<file path="src/rtl/regfile_scheduler_if.sv">
// Debug/host access port of the register-file scheduler: level request held
// until a one-cycle ack, read data valid alongside the ack.
interface regfile_scheduler_if #(
    parameter int WORD = 64,
    parameter int AW   = 5
);
    logic            req;
    logic            we;
    logic [AW-1:0]   addr;
    logic [WORD-1:0] wdata;
    logic            ack;
    logic [WORD-1:0] rdata;

    modport master (output req, we, addr, wdata, input ack, rdata);
    modport slave  (input req, we, addr, wdata, output ack, rdata);
endinterface

</file>
<file path="src/rtl/regfile_scheduler.sv">
// Clears the register memory after reset, then shares its write port and read
// port 1 between the CPU datapath and the debug port, with starvation relief.
//
// state   | meaning
// INIT    | clearing register clr_idx, CPU stalled, debug ignored
// IDLE    | CPU owns the ports, debug waits for a free cycle or starvation
// DBG_SVC | debug owns read port 1 (and write port if dbg.we), CPU stalled
// DBG_ACK | dbg.ack pulse, starvation count cleared, CPU owns the ports
module regfile_scheduler #(
    parameter int  WORD       = 64,
    parameter int  NREGS      = 32,
    parameter int  STARVE_MAX = 4,
    localparam int AW         = $clog2(NREGS)
) (
    input  logic               clk,
    input  logic               rst_n,
    input  logic               cpu_reg_write,
    input  logic [AW-1:0]      cpu_write_reg,
    input  logic [WORD-1:0]    cpu_write_data,
    input  logic [AW-1:0]      cpu_read_reg1,
    output logic [WORD-1:0]    cpu_read_data1,
    output logic               cpu_stall,
    output logic               init_done,
    regfile_scheduler_if.slave dbg,
    output logic               rf_we,
    output logic [AW-1:0]      rf_waddr,
    output logic [WORD-1:0]    rf_wdata,
    output logic [AW-1:0]      rf_raddr1,
    input  logic [WORD-1:0]    rf_rdata1
);

    localparam int            SW         = $clog2(STARVE_MAX + 1);
    localparam logic [AW-1:0] XZR        = AW'(NREGS - 1);
    localparam logic [SW-1:0] STARVE_LIM = SW'(STARVE_MAX);

    typedef enum logic [1:0] {
        INIT,
        IDLE,
        DBG_SVC,
        DBG_ACK
    } state_t;

    state_t        state;
    logic [AW-1:0] clr_idx;
    logic [SW-1:0] starve_cnt;
    logic          starve_full;

    assign starve_full = (starve_cnt == STARVE_LIM);

    always_ff @(posedge clk or negedge rst_n) begin
        if (!rst_n) begin
            state      <= INIT;
            clr_idx    <= '0;
            starve_cnt <= '0;
            init_done  <= 1'b0;
            dbg.ack    <= 1'b0;
            dbg.rdata  <= '0;
        end else begin
            dbg.ack <= 1'b0;
            unique case (state)
                INIT: begin
                    if (clr_idx == XZR) begin
                        clr_idx   <= '0;
                        state     <= IDLE;
                        init_done <= 1'b1;
                    end else begin
                        clr_idx <= clr_idx + 1'b1;
                    end
                end
                IDLE: begin
                    // A starved request takes the port even if the CPU is writing.
                    if (dbg.req) begin
                        if (starve_full || !cpu_reg_write) begin
                            state <= DBG_SVC;
                        end else begin
                            starve_cnt <= starve_cnt + 1'b1;
                        end
                    end
                end
                DBG_SVC: begin
                    dbg.rdata <= (dbg.addr == XZR) ? '0 : rf_rdata1;
                    dbg.ack   <= 1'b1;
                    state     <= DBG_ACK;
                end
                DBG_ACK: begin
                    starve_cnt <= '0;
                    state      <= IDLE;
                end
                default: state <= INIT;
            endcase
        end
    end

    always_comb begin
        rf_we     = 1'b0;
        rf_waddr  = cpu_write_reg;
        rf_wdata  = cpu_write_data;
        rf_raddr1 = cpu_read_reg1;
        cpu_stall = 1'b0;
        unique case (state)
            INIT: begin
                rf_we     = rst_n;
                rf_waddr  = clr_idx;
                rf_wdata  = '0;
                cpu_stall = 1'b1;
            end
            IDLE: begin
                // The relief cycle blocks the CPU write; the stalled CPU re-presents it.
                if (dbg.req && starve_full) begin
                    cpu_stall = 1'b1;
                end else begin
                    rf_we = cpu_reg_write && (cpu_write_reg != XZR);
                end
            end
            DBG_SVC: begin
                cpu_stall = 1'b1;
                rf_raddr1 = dbg.addr;
                rf_waddr  = dbg.addr;
                rf_wdata  = dbg.wdata;
                rf_we     = dbg.we && (dbg.addr != XZR);
            end
            DBG_ACK: begin
                rf_we = cpu_reg_write && (cpu_write_reg != XZR);
            end
            default: cpu_stall = 1'b1;
        endcase
    end

    assign cpu_read_data1 = (cpu_read_reg1 == XZR) ? '0 : rf_rdata1;

endmodule
</file>
<file path="src/flat_wrapper.sv">
// flat-port wrapper written by rule: the top's interface ports become plain ports
module regfile_scheduler_flat 
#(
    parameter int  WORD       = 64,
    parameter int  NREGS      = 32,
    parameter int  STARVE_MAX = 4,
    localparam int AW         = $clog2(NREGS)
)
  (clk, rst_n, cpu_reg_write, cpu_write_reg, cpu_write_data, cpu_read_reg1, cpu_read_data1, cpu_stall, init_done, rf_we, rf_waddr, rf_wdata, rf_raddr1, rf_rdata1, dbg_req, dbg_we, dbg_addr, dbg_wdata, dbg_ack, dbg_rdata);
  regfile_scheduler_if #(.WORD(WORD)) dbg_i ();
  input  logic clk;
  input  logic rst_n;
  input  logic cpu_reg_write;
  input  logic [AW-1:0] cpu_write_reg;
  input  logic [WORD-1:0] cpu_write_data;
  input  logic [AW-1:0] cpu_read_reg1;
  output logic [WORD-1:0] cpu_read_data1;
  output logic cpu_stall;
  output logic init_done;
  output logic rf_we;
  output logic [AW-1:0] rf_waddr;
  output logic [WORD-1:0] rf_wdata;
  output logic [AW-1:0] rf_raddr1;
  input  logic [WORD-1:0] rf_rdata1;
  input wire logic [$bits(dbg_i.req)-1:0] dbg_req;
  input wire logic [$bits(dbg_i.we)-1:0] dbg_we;
  input wire logic [$bits(dbg_i.addr)-1:0] dbg_addr;
  input wire logic [$bits(dbg_i.wdata)-1:0] dbg_wdata;
  output wire logic [$bits(dbg_i.ack)-1:0] dbg_ack;
  output wire logic [$bits(dbg_i.rdata)-1:0] dbg_rdata;
  assign dbg_i.req = dbg_req;
  assign dbg_i.we = dbg_we;
  assign dbg_i.addr = dbg_addr;
  assign dbg_i.wdata = dbg_wdata;
  assign dbg_ack = dbg_i.ack;
  assign dbg_rdata = dbg_i.rdata;
  regfile_scheduler #(.WORD(WORD), .NREGS(NREGS), .STARVE_MAX(STARVE_MAX)) u_core (.clk(clk), .rst_n(rst_n), .cpu_reg_write(cpu_reg_write), .cpu_write_reg(cpu_write_reg), .cpu_write_data(cpu_write_data), .cpu_read_reg1(cpu_read_reg1), .cpu_read_data1(cpu_read_data1), .cpu_stall(cpu_stall), .init_done(init_done), .dbg(dbg_i), .rf_we(rf_we), .rf_waddr(rf_waddr), .rf_wdata(rf_wdata), .rf_raddr1(rf_raddr1), .rf_rdata1(rf_rdata1));
endmodule
</file>
<file path="config.mk">
export PLATFORM = sky130hd
export DESIGN_NAME = regfile_scheduler_flat
export DESIGN_NICKNAME = d
export VERILOG_FILES = /design/src/rtl/regfile_scheduler_if.sv /design/src/rtl/regfile_scheduler.sv /design/src/flat_wrapper.sv
export SDC_FILE = /design/constraint.sdc
export NUM_CORES = 1
export LEC_CHECK = 0
export ABC_CLOCK_PERIOD_IN_PS = 2400
export CORE_AREA = 10 10 156 158
export CTS_CLUSTER_DIAMETER = 40
export CTS_CLUSTER_SIZE = 14
export DETAILED_ROUTE_END_ITERATION = 6
export DIE_AREA = 0 0 166 168
export DONT_BUFFER_PORTS = 1
export SLEW_MARGIN = 20
export SYNTH_ARGS = -nofsm -noshare
export SYNTH_HDL_FRONTEND = slang
export SYNTH_SLANG_ARGS = --single-unit
</file>
<file path="constraint.sdc">
create_clock -name clk -period 2.4 [get_ports clk]
set_input_delay 0.24 -clock clk [delete_from_list [all_inputs] [get_ports clk]]
set_output_delay 0.24 -clock clk [all_outputs]
set_load 0.1 [all_outputs]
</file>
==> flow_summary.toml, run 1 <==
[sta]
maxSlewHeadroom_pct = 38.2
final-setup-viol-count = 0
rsz0062_at_grt = "yes"
hold_viol_final = 0
fin_ws_ns = 0.138
fin_crit_ns = 2.26
final_max_slew_viol_count = 0
timing.fmax_mhz = 442
post-route-period-util_pct = 94.2
fin_skew_ns = 0.00942
tightestPinTransition_ns = 0.927

[finish]
fill_cells = 2183
layout-drive-gt1-share_pct = 34.8
design_area_sq_um = 7620
antenna_cells = 0
syn2layout_area_growth_pct = 65.1
num-nets-final = 980
fin_util_pct = 35.6

[drt]
antenna_violating_nets_post_route = 0
viasPerCell = 4.45
routed_wl_mm = 22.0
first_iter_violations = 406
vias = 4641
drc = 0
drtPass1Iterations = 5
wl_per_cell_um = 21.1

[grt]
grt_max_degree = 77
first_global_vias = 4775
grt_pass1_wl_mm = 32.0
grt_usage_pct = 14.5
overflow = 0
antenna_found_initial = 0

[synthesis]
ys_types = 33
synth_common_cells = "113 x nand2_1, 96 x o21ai_0, 76 x dfrtp_1, 71 x inv_1, 64 x and2_1"
synth_ff_type = "dfrtp_1"
synth.area.top_cells = "dfrtp_1 41%, o21ai_0 10%, nand2_1 9.2%"
syn_area_sq_um = 4620
synth_top_area_share_pct = 41.2
synth_nets = 801
yosysMostFrequentCell = "nand2_1"
yosys_warnings = 0
synth_area_leader_cell = "dfrtp_1"
synth_area_per_cell_sq_um = 7.96
ys_seq_area_share_pct = 41.2
synthArstFlopShare_pct = 100
synth_edf_count = 0
ys_ff_latch = 76
synthCells = 580

[place]
post-place-ws_ns = 0.242
place_area_sq_um = 7210
dpl.hpwl_mm = 17.9
numPortBuffers = 0
place_congestion = 0.840

[critical_path]
path_cells = "inv_1 -> ha_4 -> nor2_2 -> buf_4 -> a22o_1 -> buf_12"
crit_fanout = 25
cpPeakStageDelay_ns = 0.43
cp_data_required_time_ns = 2.16
crit_start = "u_core.state[0]"
worstSetupPathType = "reg2out"
cp_num_buf_inv = 3
cp-end-kind = "output pin"
arrival_ns = 2.02
start_kind = "flip-flop"
rr_startpoint = "u_core.state[0]"
critPathTopFamily = "buffers and inverters"
cp_slowest_cell = "dfrtp_1"

[die]
die_w_um = 166
dieArea_sq_um = 27900
die_y_um = 168
row_count = 54
ios = 418
core_area_sq_um = 21400
initial_core_util_pct = 21.6

[clock_tree]
cts-htree-levels = 3
cts_buffer_depth = 2
clock_sinks = 76
cts_root_buffer = "clkbuf_16"
cts-buffers-inserted = 9
tritoncts = "done"
clk_latency_ns = 0.34
clkSlewWorstSetupHoldPaths_ns = 0.07

[worst_hold_path]
min_from = "rf_rdata1[12]"
hold_class = "in2reg"

[flow_run]
cap_violations = 0

[status]
status = "complete, no violations"
-- cells in the final DEF, fill, tap and decap left out, drive strengths merged, types with 2 or more instances in the layout --
cell type,Yosys,routed
a21oi,2,2
a22o,35,35
a22oi,5,5
and2,64,64
and3,3,3
buf,17,204
clkbuf,23,10
clkinvlp,0,2
dfrtp,76,76
dlygate4sd3,0,4
ha,9,9
inv,71,73
mux2,8,8
nand2,113,113
nand2b,30,30
nand3,5,5
nand4,2,2
nor2,4,4
nor2b,3,3
o21ai,100,100
-- logic make-up (layout without fill, tap and decap cells) --
kind of cell,after synthesis,after routing,share of synthesized area [%]
muxes,9,9,2.25
DFF,76,76,41.2
AOI/OAI and AO/OA,149,149,19.7
adders and majority gates,9,9,2.44
and+or+nand+nor,226,226,24.4
buffers and inverters,111,295,10.0
-- worst paths after layout --
path | endpoint | slack (ns) | cells past startpoint
worst min-delay path | u_core.dbg.rdata[12] | 0.02 | 2
worst min register to register | u_core.clr_idx[3] | 0.51 | 1
min in group asynchronous | u_core.dbg.rdata[36] | 0.46 | 2
max in group asynchronous | u_core.dbg.rdata[11] | 1.60 | 2
worst max-delay path | rf_wdata[0] | 0.14 | 6
worst max register to register | u_core.dbg.rdata[7] | 0.45 | 5
-- metrics by stage --
step / hold slack [ns] / instances / TNS [ns]
after global routing: 0.00751 / 1044 / -0.119
after global placement: -0.0531 / 1021 / 0
final: 0.0198 / 1044 / 0
after detailed placement: -0.0528 / 1021 / 0
after floorplan: -0.0556 / 580 / -0.360
after CTS: 0.000139 / 1043 / 0
-- sequential cells by signal (all words and copies together), names as in the netlist --
signal	count
u_core.clr_idx	5
u_core.dbg.rdata	64
u_core.state	2
u_core.init_done	1
u_core.starve_cnt	3
u_core.dbg.ack	1
-- worst register-to-register path: stages (launching register included) --
cell     delay [ns]
dfrtp_1        0.43
inv_1          0.18
ha_4           0.28
buf_6          0.21
buf_4          0.45
o21ai_0        0.24
-- per-layer routing --
metal	part of all wire [%]	vias to the layer above	wire length (um)	track usage, %
met2	50	205	11000	23.9
met5	0	-	0	0
met4	1.6	0	352	3.70
met3	9.8	20	2160	6.31
met1	39	2185	8530	17.1
li1	-	2231	-	-
-- final cells by class --
type	count	area, sq um	area share (%)
clock inverter	6	71.3	0.935
timing repair buffer	208	2390	31.3
clock buffer	10	229	3.00
tap	280	350	4.60
sequential	76	1900	24.9
inverter	71	267	3.50
multi-input combinational	393	2420	31.7
-- timing repair --
item | in CTS | in global routing
hold buffers | 5 | 0
setup endpoints to repair | 34 | 43
buffers inserted | 1 | 1
pin swaps | 0 | 1
hold endpoints to repair | 79 | 0
resized for setup | 2 | 3
Power of run 1 is not shown: default switching activity piles up to over one toggle a cycle in this logic, so the estimate is an artifact.
==> run 2, diff against run 1 <==
Settings changed: HOLD_SLACK_MARGIN from default to 0.02.
==> flow_summary.toml, run 2 (synthesis results as in run 1) <==
[die]
die_y_um = 168
ios = 418
row_count = 54
die_w_um = 166
initial_core_util_pct = 21.6
dieArea_sq_um = 27900
core_area_sq_um = 21400

[sta]
tightestPinTransition_ns = 0.928
maxSlewHeadroom_pct = 38.1
rsz0062_at_grt = "yes"
fin_crit_ns = 2.29
timing.fmax_mhz = 437
hold_viol_final = 0
final-setup-viol-count = 0
final_max_slew_viol_count = 0
fin_skew_ns = 0.00939
post-route-period-util_pct = 95.3
fin_setup_tns_ns = 0

[finish]
mostFrequentLayoutCells = "138 x buf_4, 113 x nand2_1, 76 x dfrtp_1"
fin_util_pct = 37.4
multiInputGateArea_sq_um = 2420
largest_register_ffs = 64
syn2layout_area_growth_pct = 73.4
largestRegisters = "u_core.dbg.rdata (64), u_core.clr_idx (5), u_core.starve_cnt (3)"
top_register = "u_core.dbg.rdata"
final_common_cell = "buf_4"
layout-drive-gt1-share_pct = 33.2
antenna_cells = 0
ff_latch_area_sq_um = 1900
num-nets-final = 1018
fill_cells = 2138

[grt]
grt_usage_pct = 15.1
first_global_vias = 5030
met3_usage_pct = 6.26
grt_pass1_wl_mm = 33.3
grt_busiest_layer = "met2"
met1_usage_pct = 17.6
overflow = 0
grt_max_degree = 77
antenna_found_initial = 0
grtUsageMet2_pct = 25.0

[place]
place_congestion = 0.840
numPortBuffers = 0
dpl.hpwl_mm = 17.9

[drt]
drtPass1Iterations = 4
vias = 4797
antenna_violating_nets_post_route = 0
first_iter_violations = 335
viasPerCell = 4.43
routed_wl_mm = 22.8
drc = 0
wl_per_cell_um = 21.1

[critical_path]
start_kind = "flip-flop"
arrival_ns = 2.05
cp-end-kind = "output pin"
worstSetupPathType = "reg2out"
crit_fanout = 25
cp_data_required_time_ns = 2.16

[clock_tree]
clkSlewWorstSetupHoldPaths_ns = 0.07
cts_root_buffer = "clkbuf_16"
tritoncts = "done"
clock_sinks = 76
cts_buffer_depth = 2
clk_latency_ns = 0.34
cts-buffers-inserted = 9
cts-htree-levels = 3

[flow_run]
cap_violations = 0

[status]
status = "complete, no violations"

[worst_hold_path]
hold_class = "in2reg"
## run 2: changes by cell type in the layout (fill, tap and decap cells not counted), sizes merged
cell         delta
dlygate4sd3    +38
## run 2: layout make-up
type                            instances  area share [%]
Timing Repair Buffer                  246            34.6
Multi-Input combinational cell        393            30.2
Sequential cell                        76            23.8
Tap cell                              280            4.38
Inverter                               71            3.33
Clock buffer                           10            2.86
Clock inverter                          6           0.891
## run 2: path summary, 6_finish.rpt
| check | start | end | slack (ns) | cells after the start |
|---|---|---|---|---|
| setup / recovery | u_core.state[0] | rf_wdata[14] | 0.11 | 6 |
| hold / removal | rf_rdata1[22] | u_core.dbg.rdata[22] | 0.03 | 2 |
| setup reg to reg | u_core.state[0] | u_core.dbg.rdata[7] | 0.45 | 5 |
| hold reg to reg | u_core.clr_idx[3] | u_core.clr_idx[3] | 0.51 | 1 |
| max in group asynchronous | rst_n | u_core.dbg.rdata[11] | 1.59 | 2 |
| min in group asynchronous | rst_n | u_core.dbg.rdata[36] | 0.46 | 2 |
## run 2: worst max-delay path: stages, from the launching register on
cell and delay, ns:
dfrtp_1 0.43, inv_1 0.14, ha_4 0.25, nor2_2 0.14, buf_4 0.29, a22o_1 0.25
buf_12 0.19
## run 2: what timing repair did
item,4_1_cts,5_1_grt
setup buffers,1,1
endpoints found under the setup margin,34,43
pin swaps,0,1
hold endpoints to repair,117,0
resized for setup,2,3
hold buffers,43,0
## run 2: metrics by stage
step / hold slack [ns] / area (sq um) / setup slack (ns) / std cells
after floorplan: -0.0556 / 4730 / -0.360 / 580
after global placement: -0.0531 / 7210 / 0.298 / 1021
after detailed placement: -0.0528 / 7210 / 0.242 / 1021
after CTS: 0.0202 / 7980 / 0.0116 / 1081
after global routing: 0.0262 / 8000 / -0.0285 / 1082
final: 0.0326 / 8000 / 0.114 / 1082
## run 2: routing by layer
| metal | vias up | part of all wire (%) |
|---|---|---|
| li1 | 2308 | - |
| met1 | 2250 | 39 |
| met2 | 219 | 50 |
| met3 | 20 | 9.6 |
| met4 | 0 | 1.6 |
| met5 | - | 0 |
Power of run 2 is left out for the same reason.
